### src/rtl/contador_gray_param.sv
// Modulo-MODULO up/down binary counter with a registered Gray-coded mirror.
// Loads take a Gray-coded value; loads at or above MODULO saturate to MODULO-1 and flag load_err.
module contador_gray_param #(
    parameter int WIDTH  = 5,
    parameter int MODULO = 32
) (
    input  logic             clk,
    input  logic             reset_L,
    input  logic             enable,
    input  logic             up_down,
    input  logic             load,
    input  logic [WIDTH-1:0] load_gray,
    output logic [WIDTH-1:0] count_bin,
    output logic [WIDTH-1:0] salida_gray,
    output logic             wrap,
    output logic             load_err
);

    localparam logic [WIDTH-1:0] MAX_VAL  = WIDTH'(MODULO - 1);
    localparam logic [WIDTH-1:0] ZERO_VAL = '0;
    localparam logic [WIDTH-1:0] ONE_VAL  = WIDTH'(1);
    localparam logic [WIDTH:0]   MOD_EXT  = (WIDTH+1)'(MODULO);

    logic [WIDTH-1:0] cnt;
    logic [WIDTH-1:0] gray_q;
    logic             wrap_q;
    logic             err_q;

    logic [WIDTH-1:0] load_bin;
    logic             load_over;
    logic [WIDTH-1:0] nxt_cnt;
    logic             nxt_wrap;
    logic             nxt_err;

    // Each binary bit is the XOR of all Gray bits at and above it.
    always_comb begin
        load_bin = '0;
        for (int i = 0; i < WIDTH; i++) begin
            load_bin[i] = ^(load_gray >> i);
        end
        load_over = ({1'b0, load_bin} >= MOD_EXT);
    end

    always_comb begin
        nxt_cnt  = cnt;
        nxt_wrap = 1'b0;
        nxt_err  = 1'b0;
        if (load) begin
            if (load_over) begin
                nxt_cnt = MAX_VAL;
                nxt_err = 1'b1;
            end else begin
                nxt_cnt = load_bin;
            end
        end else if (enable) begin
            if (up_down) begin
                if (cnt == MAX_VAL) begin
                    nxt_cnt  = ZERO_VAL;
                    nxt_wrap = 1'b1;
                end else begin
                    nxt_cnt = cnt + ONE_VAL;
                end
            end else begin
                if (cnt == ZERO_VAL) begin
                    nxt_cnt  = MAX_VAL;
                    nxt_wrap = 1'b1;
                end else begin
                    nxt_cnt = cnt - ONE_VAL;
                end
            end
        end
    end

    // Gray is registered from the next binary value so it never lags count_bin.
    always_ff @(posedge clk) begin
        if (!reset_L) begin
            cnt    <= '0;
            gray_q <= '0;
            wrap_q <= 1'b0;
            err_q  <= 1'b0;
        end else begin
            cnt    <= nxt_cnt;
            gray_q <= nxt_cnt ^ (nxt_cnt >> 1);
            wrap_q <= nxt_wrap;
            err_q  <= nxt_err;
        end
    end

    assign count_bin   = cnt;
    assign salida_gray = gray_q;
    assign wrap        = wrap_q;
    assign load_err    = err_q;

endmodule
### config.mk
export PLATFORM = sky130hd
export DESIGN_NAME = contador_gray_param
export DESIGN_NICKNAME = d
export VERILOG_FILES = /design/src/rtl/contador_gray_param.sv
export SDC_FILE = /design/constraint.sdc
export NUM_CORES = 1
export LEC_CHECK = 0
export ABC_CLOCK_PERIOD_IN_PS = 2200
export CAP_MARGIN = 20
export CORE_MARGIN = 3
export CORE_UTILIZATION = 35
export CTS_BUF_LIST = sky130_fd_sc_hd__clkbuf_8
export CTS_CLUSTER_DIAMETER = 100
export CTS_CLUSTER_SIZE = 14
export DETAILED_ROUTE_END_ITERATION = 6
export PLACE_DENSITY = 0.63
export SLEW_MARGIN = 20
export SYNTH_ARGS = -nofsm -noshare
export SYNTH_HDL_FRONTEND = slang
export SYNTH_SLANG_ARGS = --single-unit
### constraint.sdc
create_clock -name clk -period 2.2 [get_ports clk]
set_input_delay 0.44 -clock clk [delete_from_list [all_inputs] [get_ports clk]]
set_output_delay 0.44 -clock clk [all_outputs]
set_load 0.02 [all_outputs]
==> impl_metrics.env <==
export IMPL_place_congestion=0.799
export IMPL_cts_tree="yes"
export IMPL_finish_utilization=0.531
export IMPL_ctsHoldBuffers=0
export IMPL_globalRouteMet3Util=0.0592
export IMPL_num_antenna_cells=0
export IMPL_first_pass_iters=2
export IMPL_grtUsageMet1=0.161
export IMPL_rsz0062_at_grt="no"
export IMPL_numCtsBuffers=3
export IMPL_muxShareOfSynthArea=0.0403
export IMPL_vdd_drop_max_uv=587
export IMPL_cp_max_fo=4
export IMPL_synth_avg_cell_area_um2=9.59
export IMPL_synthDominantCellAreaShare=0.258
export IMPL_clockRootBuffer="clkbuf_8"
export IMPL_timing_final_crit_share=0.908
export IMPL_synth_common_cells="dfxtp_1, and2_1, o21ai_0"
export IMPL_nFillCells=195
export IMPL_hpwl_um=1290
export IMPL_grt_pass1_vias=611
export IMPL_worst_hold_path_type="register to register"
export IMPL_yosys_top_cells_area="dfxtp_1, xnor2_1, and2_1, ha_1, o21ai_0"
export IMPL_cp_end_kind="register"
export IMPL_max_cap_violations=0
export IMPL_synth_top_area_cell="dfxtp_1"
export IMPL_ys_seq_area_frac=0.258
export IMPL_drive_gt1_frac=0.229
export IMPL_rr_worst_depth=9
export IMPL_via_count=653
export IMPL_synth_edff_count=0
export IMPL_cp_startpoint="count_bin[0]"
export IMPL_criticalPathCategory="register to register"
export IMPL_die_w_um=53.1
export IMPL_synthArstFlopShare=0
export IMPL_r2r_end="salida_gray[1]"
export IMPL_die_area_um2=2820
export IMPL_grt_overflow=0
export IMPL_yosysWarnings=0
export IMPL_wl_per_cell_um=11.9
export IMPL_synth_compound_area_share=0.174
export IMPL_crit_end="salida_gray[1]"
export IMPL_dpl_worst_slack_ns=0.00339
export IMPL_cts_max_path_buffers=2
export IMPL_syn_to_final_growth_pct=38.2
export IMPL_min_from="count_bin[1]"
export IMPL_fp_dieH_um=53.1
export IMPL_synth_most_common_cell="dfxtp_1"
export IMPL_finalHoldViolations=0
export IMPL_worst_r2r_setup_slack_ns=0.20
export IMPL_tns_ns=0
export IMPL_p_leak_nw=0.442
export IMPL_drtAntennaViolNets=0
export IMPL_yosysUniqueCellTypes=41
export IMPL_busiest_layer="met2"
export IMPL_first_iter_violations=6
export IMPL_syn_inst=81
export IMPL_cts_setup_buffers=0
export IMPL_outcome="completed"
export IMPL_io_buffers=20
export IMPL_r2r_start="count_bin[0]"
export IMPL_io_pins=22
export IMPL_max_freq_mhz=501
export IMPL_drt_wl_total_um=1610
export IMPL_grt_max_degree=11
export IMPL_synthSimpleGateAreaFrac=0.224
export IMPL_synth_fa_ha_area_frac=0.0483
export IMPL_core_um2=2020
export IMPL_start_kind="register"
export IMPL_track_usage=0.129
export IMPL_maxSlewViolCount=0
export IMPL_min_period_ns=2.00
export IMPL_cp_required_ns=2.33
export IMPL_synth_nets=94
export IMPL_nets=123
export IMPL_htreeDepth=1
export IMPL_setup_ws_ns=0.203
export IMPL_syn_cell_area_um2=777
export IMPL_met2_usage=0.217
export IMPL_path_clk_slew_ns=0.05
export IMPL_drcViolationCount=0
export IMPL_initial_core_util=0.384
export IMPL_drt_vias_per_instance=4.80
export IMPL_grt_first_pass_wirelength_um=2660
export IMPL_grt_antenna_before_repair=0
export IMPL_synth_seq_cells=10
export IMPL_finalSetupViolCount=0
export IMPL_ys_flop_type="dfxtp_1"
export IMPL_worstPathArrival_ns=2.12
export IMPL_rows=16
export IMPL_skew_ns=0.000285
export IMPL_clock_latency_ns=0.23
export IMPL_synth_xor_area_frac=0.132
export IMPL_power_density_nw_per_um2=690
export IMPL_synth_top_family_by_area="simple AND/OR/NAND/NOR gates"
export IMPL_total_power_uw=740
export IMPL_cts_sinks=10
[worst min-delay path by stage]
stage	cells past startpoint	to	slack [ns]
3_5_place_dp	3	count_bin[4]	0.79
2_1_floorplan	1	count_bin[0]	0.56
5_1_grt	3	salida_gray[0]	0.85
4_1_cts	3	count_bin[4]	0.79
3_3_place_gp	3	count_bin[4]	0.78
6_report	3	salida_gray[0]	0.80
[where the power goes]
| part | leakage [nW] | internal, mW | switching (mW) |
|---|---|---|---|
| Clock | 0.0288 | 0.157 | 0.0661 |
| Combinational | 0.330 | 0.158 | 0.136 |
| Sequential | 0.0829 | 0.206 | 0.0167 |
[metrics by stage]
step           hold WS (ns)  area [um^2]  instances
5_1_grt               0.850         1070        136
3_3_place_gp          0.775         1010        132
4_1_cts               0.794         1070        136
6_report              0.796         1070        136
3_5_place_dp          0.791         1010        132
2_1_floorplan         0.562          777         81
[layer usage]
layer,part of all wire,vias up,wire (um)
met2,0.47,22,760
met1,0.46,292,734
li1,-,339,-
met4,0,0,0
met5,0,-,0
met3,0.073,0,118
[cell families (layout without fill, tap and decap cells)]
| logic type | count (synthesis) | in the layout |
|---|---|---|
| and+or+nand+nor | 25 | 25 |
| AOI/OAI and AO/OA | 19 | 19 |
| xor gates and xnor gates | 10 | 10 |
| DFF | 10 | 10 |
| buffers and inverters | 10 | 38 |
| adders and majority gates | 3 | 3 |
| muxes | 3 | 3 |
| other | 1 | 1 |
[cell type report]
type | count | area, um^2 | area share
Sequential cell | 10 | 200 | 0.186
Timing Repair Buffer | 31 | 283 | 0.263
Clock buffer | 4 | 55.1 | 0.0513
Tap cell | 27 | 33.8 | 0.0315
Multi-Input combinational cell | 61 | 490 | 0.457
Inverter | 3 | 11.3 | 0.0105
[timing repair]
item | in CTS | in global routing
endpoints found under the hold margin | 0 | 0
setup endpoints to repair | 0 | 2
resized for setup | 0 | 1
[registers in the layout, summed over array words and instances (netlist names)]
signal / cells
wrap: 1
count_bin: 5
salida_gray: 4
[layout by cell type (no fill, tap or decap), drive strengths merged, types with 2 or more instances in the layout]
master / netlist / final
clkbuf: 3 / 4
a21oi: 2 / 2
buf: 3 / 11
xor2: 3 / 3
dfxtp: 10 / 10
a31oi: 3 / 3
and2: 7 / 7
mux2i: 2 / 2
and4: 2 / 2
clkdlybuf4s50: 0 / 20
nand2: 3 / 3
xnor2: 6 / 6
inv: 3 / 3
o211ai: 2 / 2
ha: 3 / 3
o21ai: 7 / 7
nor2: 2 / 2
[worst max-delay path, cell delays in order, from the launching register on]
cell	delay, ns
dfxtp_1	0.33
ha_1	0.23
and3_2	0.21
ha_1	0.21
buf_4	0.15
nor2_1	0.08
a21oi_1	0.07
o221ai_1	0.35
xor2_1	0.11
and2_1	0.17
(Power assumes the default switching activity.)
